$ cat config.mk
export PLATFORM = sky130hd
export DESIGN_NAME = mem_responder_flat
export DESIGN_NICKNAME = d
export VERILOG_FILES = /design/src/rtl/mem_responder_pkg.sv /design/src/rtl/mem_responder_if.sv /design/src/rtl/mem_responder_sync2.sv /design/src/rtl/mem_responder.sv /design/src/flat_wrapper.sv
export SDC_FILE = /design/constraint.sdc
export NUM_CORES = 1
export LEC_CHECK = 0
export BUFFER_PORTS_ARGS = -buffer_cell sky130_fd_sc_hd__buf_4
export CORE_MARGIN = 2
export CORE_UTILIZATION = 56
export DETAILED_ROUTE_END_ITERATION = 10
export PLACE_DENSITY = 0.85
export SETUP_SLACK_MARGIN = 0.4
export SYNTH_ARGS = -nofsm -noshare
export SYNTH_HDL_FRONTEND = slang
export SYNTH_HIERARCHICAL = 1
export SYNTH_SLANG_ARGS = --single-unit
export TNS_END_PERCENT = 30
$ cat constraint.sdc
create_clock -name clock -period 2.7 [get_ports clock]
set_input_delay 0.27 -clock clock [delete_from_list [all_inputs] [get_ports clock]]
set_output_delay 0.27 -clock clock [all_outputs]
set_load 0.02 [all_outputs]
$ cat src/rtl/mem_responder_pkg.sv
// Shared types and constants for the data-memory responder.
//   state_t      : responder FSM states (IDLE / REQ / RELEASE)
//   OFF_*        : word offsets of the local MMIO registers inside the window
//   TIMEOUT_DATA : load data returned when the external SRAM never acknowledges
package mem_responder_pkg;

    typedef enum logic [1:0] {
        IDLE    = 2'd0,
        REQ     = 2'd1,
        RELEASE = 2'd2
    } state_t;

    localparam logic [1:0] OFF_LED  = 2'd0;
    localparam logic [1:0] OFF_SW   = 2'd1;
    localparam logic [1:0] OFF_CNT  = 2'd2;
    localparam logic [1:0] OFF_STAT = 2'd3;

    localparam logic [15:0] TIMEOUT_DATA = 16'hDEAD;

endpackage

$ cat src/rtl/mem_responder_if.sv
// Bus bundle between the CPU/SRAM side and the memory responder.
//   CPU side : req_re, req_we, req_addr, req_wdata -> responder; rdata, busy <- responder
//   SRAM side: ext_req, ext_we, ext_addr, ext_wdata <- responder; ext_ack, ext_rdata -> responder
// Handshake: the CPU presents a strobe and must hold it while busy=1; the SRAM link
// is 4-phase (ext_req rises, ext_ack rises, ext_req falls, ext_ack falls), with
// ext_we/ext_addr/ext_wdata stable while ext_req=1 and ext_rdata valid while ext_ack=1.
interface mem_responder_if;

    logic        req_re;
    logic        req_we;
    logic [15:0] req_addr;
    logic [15:0] req_wdata;
    logic [15:0] rdata;
    logic        busy;

    logic        ext_req;
    logic        ext_we;
    logic [15:0] ext_addr;
    logic [15:0] ext_wdata;
    logic        ext_ack;
    logic [15:0] ext_rdata;

    // Responder view.
    modport slave (
        input  req_re, req_we, req_addr, req_wdata, ext_ack, ext_rdata,
        output rdata, busy, ext_req, ext_we, ext_addr, ext_wdata
    );

    // CPU + SRAM view (whoever drives requests and acknowledges).
    modport master (
        output req_re, req_we, req_addr, req_wdata, ext_ack, ext_rdata,
        input  rdata, busy, ext_req, ext_we, ext_addr, ext_wdata
    );

endinterface

$ cat src/rtl/mem_responder_sync2.sv
// Two-flop synchronizer for the asynchronous board switches.
//   clock : sampling clock
//   reset : asynchronous active-low reset, both flops clear to 0
//   d     : asynchronous input
//   q     : synchronized output, two edges behind d
module sync2 #(
    parameter int WIDTH = 8
) (
    input  logic             clock,
    input  logic             reset,
    input  logic [WIDTH-1:0] d,
    output logic [WIDTH-1:0] q
);

    logic [WIDTH-1:0] ff1;
    logic [WIDTH-1:0] ff2;

    always_ff @(posedge clock or negedge reset) begin
        if (!reset) begin
            ff1 <= '0;
            ff2 <= '0;
        end else begin
            ff1 <= d;
            ff2 <= ff1;
        end
    end

    assign q = ff2;

endmodule

$ cat src/rtl/mem_responder.sv
// Data-memory responder for the multicycle CPU.
// Serves load/store strobes: addresses in the 4-word MMIO window hit local
// registers (LED, switches, cycle counter, status) in one edge; everything else
// goes to external SRAM over a 4-phase req/ack handshake guarded by a timeout.
//   clock, reset : clock and asynchronous active-low reset
//   bus          : CPU request/response and SRAM handshake signals
//   sw_in        : asynchronous switches, read through a 2-flop synchronizer
//   led_out      : LED register
//   dbg_state    : current FSM state
module mem_responder
    import mem_responder_pkg::*;
#(
    parameter int          TIMEOUT   = 255,
    parameter logic [15:0] MMIO_BASE = 16'hFFF0
) (
    input  logic             clock,
    input  logic             reset,
    mem_responder_if.slave   bus,
    input  logic [7:0]       sw_in,
    output logic [7:0]       led_out,
    output state_t           dbg_state
);

    localparam int          TW     = (TIMEOUT < 1) ? 1 : $clog2(TIMEOUT + 1);
    localparam logic [TW-1:0] TO_MAX = TW'(TIMEOUT);

    state_t        state;
    state_t        state_nxt;

    logic          ext_req_q;
    logic          ext_we_q;
    logic [15:0]   ext_addr_q;
    logic [15:0]   ext_wdata_q;
    logic [TW-1:0] to_cnt;
    logic [15:0]   rdata_q;
    logic [7:0]    led_q;
    logic [15:0]   cyc_cnt;
    logic          err_q;
    logic [7:0]    sw_sync;

    logic          accept;
    logic          mmio_hit;
    logic          mmio_rd;
    logic          mmio_wr;
    logic          start_ext;
    logic          timeout_hit;
    logic [1:0]    off;
    logic [15:0]   mmio_rdata;

    sync2 #(.WIDTH(8)) u_sync (
        .clock (clock),
        .reset (reset),
        .d     (sw_in),
        .q     (sw_sync)
    );

    // Requests are only looked at in IDLE; a store strobe wins over a load strobe.
    assign accept      = (state == IDLE) && (bus.req_re || bus.req_we);
    assign mmio_hit    = (bus.req_addr[15:2] == MMIO_BASE[15:2]);
    assign off         = bus.req_addr[1:0];
    assign mmio_wr     = accept && mmio_hit && bus.req_we;
    assign mmio_rd     = accept && mmio_hit && !bus.req_we;
    assign start_ext   = accept && !mmio_hit;
    // An ack on the last allowed edge still completes normally.
    assign timeout_hit = (state == REQ) && !bus.ext_ack && (to_cnt == TO_MAX);

    // FSM state register
    always_ff @(posedge clock or negedge reset) begin
        if (!reset) begin
            state <= IDLE;
        end else begin
            state <= state_nxt;
        end
    end

    // FSM next state
    always_comb begin
        state_nxt = state;
        case (state)
            IDLE:    if (start_ext) state_nxt = REQ;
            REQ:     if (bus.ext_ack || timeout_hit) state_nxt = RELEASE;
            RELEASE: if (!bus.ext_ack) state_nxt = IDLE;
            default: state_nxt = IDLE;
        endcase
    end

    // Local register read mux; busy is always 0 when a read can reach here.
    always_comb begin
        mmio_rdata = 16'h0000;
        case (off)
            OFF_LED:  mmio_rdata = {8'h00, led_q};
            OFF_SW:   mmio_rdata = {8'h00, sw_sync};
            OFF_CNT:  mmio_rdata = cyc_cnt;
            OFF_STAT: mmio_rdata = {14'b0, 1'b0, err_q};
            default:  mmio_rdata = 16'h0000;
        endcase
    end

    // External handshake and timeout counter
    always_ff @(posedge clock or negedge reset) begin
        if (!reset) begin
            ext_req_q   <= 1'b0;
            ext_we_q    <= 1'b0;
            ext_addr_q  <= 16'h0000;
            ext_wdata_q <= 16'h0000;
            to_cnt      <= '0;
        end else if (start_ext) begin
            ext_req_q   <= 1'b1;
            ext_we_q    <= bus.req_we;
            ext_addr_q  <= bus.req_addr;
            ext_wdata_q <= bus.req_wdata;
            to_cnt      <= '0;
        end else if (state == REQ) begin
            if (bus.ext_ack || timeout_hit) begin
                ext_req_q <= 1'b0;
            end else begin
                to_cnt <= to_cnt + TW'(1);
            end
        end
    end

    // Load data register; stores never touch it.
    always_ff @(posedge clock or negedge reset) begin
        if (!reset) begin
            rdata_q <= 16'h0000;
        end else if (mmio_rd) begin
            rdata_q <= mmio_rdata;
        end else if ((state == REQ) && bus.ext_ack && !ext_we_q) begin
            rdata_q <= bus.ext_rdata;
        end else if (timeout_hit && !ext_we_q) begin
            rdata_q <= TIMEOUT_DATA;
        end
    end

    // MMIO registers
    always_ff @(posedge clock or negedge reset) begin
        if (!reset) begin
            led_q   <= 8'h00;
            cyc_cnt <= 16'h0000;
            err_q   <= 1'b0;
        end else begin
            if (mmio_wr && (off == OFF_LED)) begin
                led_q <= bus.req_wdata[7:0];
            end
            // A write clears the counter and takes precedence over the increment.
            if (mmio_wr && (off == OFF_CNT)) begin
                cyc_cnt <= 16'h0000;
            end else begin
                cyc_cnt <= cyc_cnt + 16'h0001;
            end
            // Setting on timeout beats clearing on the same edge.
            if (timeout_hit) begin
                err_q <= 1'b1;
            end else if (mmio_wr && (off == OFF_STAT) && bus.req_wdata[0]) begin
                err_q <= 1'b0;
            end
        end
    end

    assign bus.busy      = (state != IDLE);
    assign bus.rdata     = rdata_q;
    assign bus.ext_req   = ext_req_q;
    assign bus.ext_we    = ext_we_q;
    assign bus.ext_addr  = ext_addr_q;
    assign bus.ext_wdata = ext_wdata_q;
    assign led_out       = led_q;
    assign dbg_state     = state;

endmodule

$ cat src/flat_wrapper.sv
// flat-port wrapper written by rule: the top's interface ports become plain ports
module mem_responder_flat import mem_responder_pkg::*;
#(
    parameter int          TIMEOUT   = 255,
    parameter logic [15:0] MMIO_BASE = 16'hFFF0
)
  (clock, reset, sw_in, led_out, dbg_state, bus_req_re, bus_req_we, bus_req_addr, bus_req_wdata, bus_ext_ack, bus_ext_rdata, bus_rdata, bus_busy, bus_ext_req, bus_ext_we, bus_ext_addr, bus_ext_wdata);
  mem_responder_if bus_i ();
  input  logic clock;
  input  logic reset;
  input  logic [7:0] sw_in;
  output logic [7:0] led_out;
  output state_t dbg_state;
  input wire logic [$bits(bus_i.req_re)-1:0] bus_req_re;
  input wire logic [$bits(bus_i.req_we)-1:0] bus_req_we;
  input wire logic [$bits(bus_i.req_addr)-1:0] bus_req_addr;
  input wire logic [$bits(bus_i.req_wdata)-1:0] bus_req_wdata;
  input wire logic [$bits(bus_i.ext_ack)-1:0] bus_ext_ack;
  input wire logic [$bits(bus_i.ext_rdata)-1:0] bus_ext_rdata;
  output wire logic [$bits(bus_i.rdata)-1:0] bus_rdata;
  output wire logic [$bits(bus_i.busy)-1:0] bus_busy;
  output wire logic [$bits(bus_i.ext_req)-1:0] bus_ext_req;
  output wire logic [$bits(bus_i.ext_we)-1:0] bus_ext_we;
  output wire logic [$bits(bus_i.ext_addr)-1:0] bus_ext_addr;
  output wire logic [$bits(bus_i.ext_wdata)-1:0] bus_ext_wdata;
  assign bus_i.req_re = bus_req_re;
  assign bus_i.req_we = bus_req_we;
  assign bus_i.req_addr = bus_req_addr;
  assign bus_i.req_wdata = bus_req_wdata;
  assign bus_i.ext_ack = bus_ext_ack;
  assign bus_i.ext_rdata = bus_ext_rdata;
  assign bus_rdata = bus_i.rdata;
  assign bus_busy = bus_i.busy;
  assign bus_ext_req = bus_i.ext_req;
  assign bus_ext_we = bus_i.ext_we;
  assign bus_ext_addr = bus_i.ext_addr;
  assign bus_ext_wdata = bus_i.ext_wdata;
  mem_responder #(.TIMEOUT(TIMEOUT), .MMIO_BASE(MMIO_BASE)) u_core (.clock(clock), .reset(reset), .bus(bus_i), .sw_in(sw_in), .led_out(led_out), .dbg_state(dbg_state));
endmodule
==> results of run 1 <==
timing repair:
action	in CTS	in global routing
hold buffers	0	8
endpoints found under the setup margin	0	0
endpoints found under the hold margin	0	8
cell usage after synthesis, types with 7 or more instances:
library cell,number
o221ai_1,10
mux2i_1,8
buf_2,11
nand3_1,10
xnor2_1,11
mux2_2,8
dfrtp_1,101
a21oi_1,8
nor2_1,30
o21ai_0,25
nand2_1,127
nor3_1,7
path summary, 6_finish.rpt:
path / cells past startpoint / to / slack, ns
setup reg to reg: 6 / u_core/bus.rdata[1] / 0.68
max in group asynchronous: 2 / u_core/bus.ext_addr[2] / 1.86
hold / removal: 1 / u_core/bus.ext_addr[12] / 0.06
min in group clock: 3 / u_core/bus.ext_wdata[11] / 0.09
hold reg to reg: 0 / u_core/u_sync/q[1] / 0.36
setup / recovery: 6 / u_core/bus.rdata[1] / 0.68
per-stage QoR:
step,cells,area [µm²]
2_1_floorplan,419,4260
3_3_place_gp,627,5260
3_5_place_dp,627,5260
4_1_cts,643,5450
5_1_grt,651,5530
6_report,651,5530
per-layer routing:
| layer | global-route usage, % | routed length, µm | vias to the layer above |
|---|---|---|---|
| met1 | 34.6 | 4410 | 1752 |
| met4 | 7.32 | 182 | 0 |
| met2 | 41.7 | 5200 | 142 |
| met5 | 0 | 0 | - |
| met3 | 6.39 | 604 | 16 |
| li1 | - | - | 1666 |
critical path, stage by stage, from the launching register on:
cell and delay [ns]:
dfrtp_1 0.41, ha_1 0.27, nand3_1 0.14, nor2_1 0.11
o21ai_0 0.49, nand2_1 0.28, a2bb2oi_1 0.20
kinds of logic after synthesis:
group           share of synthesized area (%)
compound gates                           8.22
xor+xnor                                 3.49
fa+ha+maj                               0.587
buf+inv                                  2.09
flops                                    59.3
mux                                      4.52
simple gates                             21.8
flip-flops by register name (all words and copies together) (netlist names), 2 cells and up:
signal and count:
u_core/bus.ext_wdata 16, u_core/led_out 8, u_core/to_cnt 8, u_core/u_sync/ff1 8
u_core/u_sync/q 8, u_core/cyc_cnt 16, u_core/bus.ext_addr 16, u_core/bus.rdata 16
u_core/dbg_state 2
power groups by stage:
stage	combinational, mW	sequential (mW)	clock [mW]
after floorplan	0.757	2.65	0
after global placement	2.09	2.19	0
after detailed placement	2.15	2.21	0
after CTS	2.16	2.18	0.901
after global routing	2.33	2.23	0.964
final	2.16	2.19	0.880
cell type report:
| type | instances | area, µm² | area share (%) |
|---|---|---|---|
| flip-flops and latches | 101 | 2530 | 45.7 |
| multi-input cells | 298 | 1660 | 30.0 |
| repair buffers | 134 | 1030 | 18.6 |
| clock buffers | 9 | 124 | 2.24 |
| well taps | 99 | 124 | 2.24 |
| clock inverters | 7 | 58.8 | 1.06 |
| inverters | 3 | 11.3 | 0.204 |
cell usage in the layout (no fill, tap or decap), drive strengths merged, types with 2 or more instances in the layout:
cell and n:
a21oi 8, a2bb2oi 5, and2 4, and3 6, buf 126, clkbuf 9, clkinv 4, dfrtp 101
dlygate4sd3 8, ha 2, inv 5, mux2 8, mux2i 8, nand2 127, nand3 11, nand4 6
nor2 31, nor2b 5, nor3 8, o21ai 26, o221ai 10, xnor2 11, xor2 6
==> metrics.cfg, run 1 <==
[drt]
post_drt_wl_per_cell_um = 16.0
finalWirelength_um = 10400
drt.antenna.violating_nets = 0
first_iter_violations = 242
first_pass_iters = 5
vias_per_cell = 5.49
via_count = 3576
drc_errors = 0

[logic_synthesis]
synth_fp_nets = 482
ys_ff_latch = 101
postSynthCellCount = 419
yosys.area.top_type = dfrtp_1
yosysUniqueCellTypes = 44
synth_edf_count = 0
avgSynthCellArea_um2 = 10.2
synth_area_mm2 = 0.00426
synth_area_leaders = dfrtp_1 59%, nand2_1 11%, o21ai_0 2.9%, nor2_1 2.6%, xnor2_1 2.3%
synthFlopType = dfrtp_1
seq_area_frac_synth_pct = 59.3
yosys.area.top_type_share_pct = 59.3
ys_async_sr_fraction_pct = 100
yosysWarnings = 6

[outcome]
status = finished, final reports clean

[sta]
fin_crit_ns = 2.02
tightest_slew_ns = 0.977
setup-tns-final_ns = 0
fin_skew_ns = 0.00626
rsz0062_at_grt = no
slew_viol_final = 0
fmax_mhz = 495
hold_violations = 0
worst_slack_ns = 0.681
whs_ns = 0.0632
setup_viol = 0
maxSlewHeadroom_pct = 34.9
fin_crit_sh_pct = 74.8

[clock_network]
root_buffer = clkbuf_8
numCtsBuffers = 9
clkLatencyLatePin_ns = 0.36
clock-sinks = 101
h-tree-depth = 3
clockBufferDepth = 2
tritoncts = built
path_clk_slew_ns = 0.10
cts_resized = 0
postCtsSetupBuffers = 0

[finish]
drive_gt1_share_pct = 28.6
n_fill_cell = 540
area_delta_synth_final_pct = 29.7
final_util_pct = 75.8
nets = 610
diodes = 0

[worst_setup_path]
crit_fanout = 7
crit_path_end_kind = flop
worstPathRequired_ns = 2.93
startpoint = u_core/to_cnt[0]
arrival_ns = 2.25
start_kind = flop
critical_path_class = flop to flop
timing.rr.start = u_core/to_cnt[0]

[pwr]
switchingPower_mw = 2.07
leakagePower_nw = 2.72
swShare_pct = 39.5
finalPower_mw = 5.23
p_comb_share_pct = 41.3
p_seq_share_pct = 41.9
p_clk_share_pct = 16.8
p_int_mw = 3.16
ir_drop_v = 0.000660
powerDensity_mw_per_mm2 = 946

[die]
die_x_um = 91.2
die_y_um = 91.2
row_count = 31
core-area_mm2 = 0.00729
start_util_pct = 58.4
ios = 122
die_area_mm2 = 0.00832

[job]
cap_violations = 0

[global_routing]
grt_util_all_layers_pct = 25.7
gr-total-overflow = 0
grt_pass1_vias = 3396
antenna_found_initial = 0
grt_max_degree = 81
grt_pass1_wl_um = 16800

[place]
hpwl_um = 7550
pre_cts_ws_ns = 0.477
port_buffers = 121
gp_congestion = 0.851

[min_path]
hp-class = input pin to async pin

(Power assumes the default switching activity.)
==> run 2: changes to the inputs <==
CORE_UTILIZATION = 52   (was 56)
PLACE_DENSITY = 0.8   (was 0.85)
clock period = 2 ns   (was 2.7 ns; I/O delays follow)
==> run 2 against run 1 <==
Routed wire length down 0.29%. Final cell count up 2.6%. Highest routed layer unchanged. Clock-buffer cell count up 1. Via count down 0.45%. Clock power up 40%. Cell area up 4.5%.
==> metrics.cfg, run 2 (synthesis results as in run 1) <==
[drt]
finalWirelength_um = 10400  ; about the same
drc_errors = 0  ; unchanged
post_drt_wl_per_cell_um = 15.5  ; was 16.0 µm
vias_per_cell = 5.33  ; was 5.49
first_iter_violations = 185  ; was 242
first_pass_iters = 4  ; was 5
via_count = 3560  ; was 3,576
drt.antenna.violating_nets = 0  ; unchanged

[worst_setup_path]
startpoint = u_core/dbg_state[1]  ; was u_core/to_cnt[0]
arrival_ns = 1.88  ; was 2.25 ns
start_kind = flop  ; unchanged
critical_path.max_stage_delay_ns = 0.46  ; was 0.49 ns
worstPathRequired_ns = 2.25  ; was 2.93 ns
worstPathCellList = nor2_4 > and4_4 > nand3_4 > nor3_4 > buf_12 > mux2_4  ; was ha_1 > nand3_1 > nor2_1 > o21ai_0 > nand2_1 > a2bb2oi_1
timing.rr.start = u_core/dbg_state[1]  ; was u_core/to_cnt[0]
slowest_stage = dfrtp_2  ; was o21ai_0
crit_fanout = 8  ; was 7
critical_path_class = flop to flop  ; unchanged
crit_path_end_kind = flop  ; unchanged

[global_routing]
grt_pass1_wl_um = 16700  ; was 16,800 µm
grt_max_degree = 50  ; was 81
gr-total-overflow = 0  ; unchanged
grt_util_all_layers_pct = 24.3  ; was 25.7%
grt_pass1_vias = 3418  ; was 3,396
antenna_found_initial = 0  ; unchanged

[clock_network]
clock-sinks = 101  ; unchanged
root_buffer = clkbuf_8  ; unchanged
clockBufferDepth = 2  ; unchanged
clkLatencyLatePin_ns = 0.36  ; about the same
numCtsBuffers = 9  ; unchanged
path_clk_slew_ns = 0.10  ; about the same
tritoncts = built  ; unchanged
h-tree-depth = 3  ; unchanged

[finish]
diodes = 0  ; unchanged
nets = 621  ; was 610
layout_commonest_cell = buf_4  ; was nand2_1
design_area_mm2 = 0.00578  ; was 0.00553 mm²
area_delta_synth_final_pct = 35.6  ; was 29.7%
layout_common_cells = 132 x buf_4, 126 x nand2_1, 99 x dfrtp_1, 29 x nor2_1, 23 x o21ai_0  ; was 127 x nand2_1, 126 x buf_4, 101 x dfrtp_1, 30 x nor2_1, 25 x o21ai_0
drive_gt1_share_pct = 32.1  ; was 28.6%

[outcome]
status = finished, final reports clean  ; unchanged

[place]
dpl_cell_area_mm2 = 0.00534  ; was 0.00526 mm²
port_buffers = 121  ; unchanged
hpwl_um = 7180  ; was 7550 µm
gp_congestion = 0.867  ; was 0.851

[min_path]
hp-start = bus_req_wdata[13]
hp-class = input pin to flop  ; was input pin to async pin

[die]
row_count = 33  ; was 31
ios = 122  ; unchanged
core-area_mm2 = 0.00809  ; was 0.00729 mm²
die_x_um = 94.5  ; was 91.2 µm
start_util_pct = 52.6  ; was 58.4%
die_area_mm2 = 0.00893  ; was 0.00832 mm²
die_y_um = 94.5  ; was 91.2 µm

[sta]
fin_skew_ns = 0.0127  ; was 0.00626 ns
fmax_mhz = 615  ; was 495 MHz
slew_viol_final = 0  ; unchanged
setup_viol = 0  ; unchanged
rsz0062_at_grt = yes  ; was no
setup-tns-final_ns = 0  ; unchanged
fin_crit_sh_pct = 81.3  ; was 74.8%
fin_crit_ns = 1.63  ; was 2.02 ns
maxSlewHeadroom_pct = 72.4  ; was 34.9%
tightest_slew_ns = 0.409  ; was 0.977 ns
hold_violations = 0  ; unchanged

[pwr]
ir_drop_v = 0.000792  ; was 0.000660 V
leakagePower_nw = 2.81  ; was 2.72 nW
powerDensity_mw_per_mm2 = 1260  ; was 946 mW/mm²

[job]
cap_violations = 0  ; unchanged

## run 2: where the power goes
| part | internal (mW) | switching [mW] |
|---|---|---|
| combinational | 1.36 | 1.76 |
| sequential | 2.61 | 0.352 |
| clock | 0.505 | 0.722 |
| total | 4.48 | 2.83 |
## run 2: cell type report
| class | instances | area [µm²] |
|---|---|---|
| sequential | 101 | 2530 |
| timing repair buffer | 145 | 1160 |
| clock buffer | 10 | 138 |
| fill | 596 | 2320 |
| multi-input combinational | 298 | 1750 |
| inverter | 3 | 11.3 |
| clock inverter | 6 | 57.6 |
| tap | 105 | 131 |
## run 2: what timing repair did
action,in CTS,in global routing
buffers inserted,2,5
pin swaps,4,2
endpoints found under the setup margin,28,65
hold buffers,9,0
endpoints found under the hold margin,38,0
resized for setup,17,8
## run 2: per-stage QoR
stage | util (%) | hold WS (ns) | std cells | worst slack, ns | power [mW]
floorplan | - | -0.0956 | 419 | 0.310 | 4.61
finish | 71.4 | 0.0175 | 668 | 0.374 | 7.31
detailed placement | 66.0 | 0.163 | 636 | 0.132 | 5.96
global route | 71.4 | 0.0103 | 668 | 0.314 | 7.71
global placement | 66.0 | 0.157 | 636 | 0.234 | 5.87
CTS | 70.5 | 0.00325 | 663 | 0.312 | 7.23
## run 2: metal layers
layer / vias to the layer above / wire length, µm / track usage (%)
li1: 1692 / - / -
met1: 1736 / 4490 / 33.1
met2: 117 / 5220 / 40.3
met3: 15 / 498 / 4.95
met4: 0 / 154 / 5.92
met5: - / 0 / 0
## run 2: path summary, 6_finish.rpt
path	depth (start not counted)	slack [ns]	endpoint
setup / recovery	6	0.37	u_core/led_out[4]
hold / removal	3	0.02	u_core/bus.ext_wdata[13]
setup reg to reg	6	0.37	u_core/led_out[4]
hold reg to reg	0	0.36	u_core/u_sync/q[4]
max in group asynchronous	3	1.07	u_core/u_sync/q[3]
min in group asynchronous	2	0.31	u_core/bus.ext_wdata[12]
## run 2: critical path: cells and delay by family, from the launching register on
family	cells	cell delay, ns
simple gates	4	0.59
flops	1	0.46
buf+inv	1	0.17
mux	1	0.30
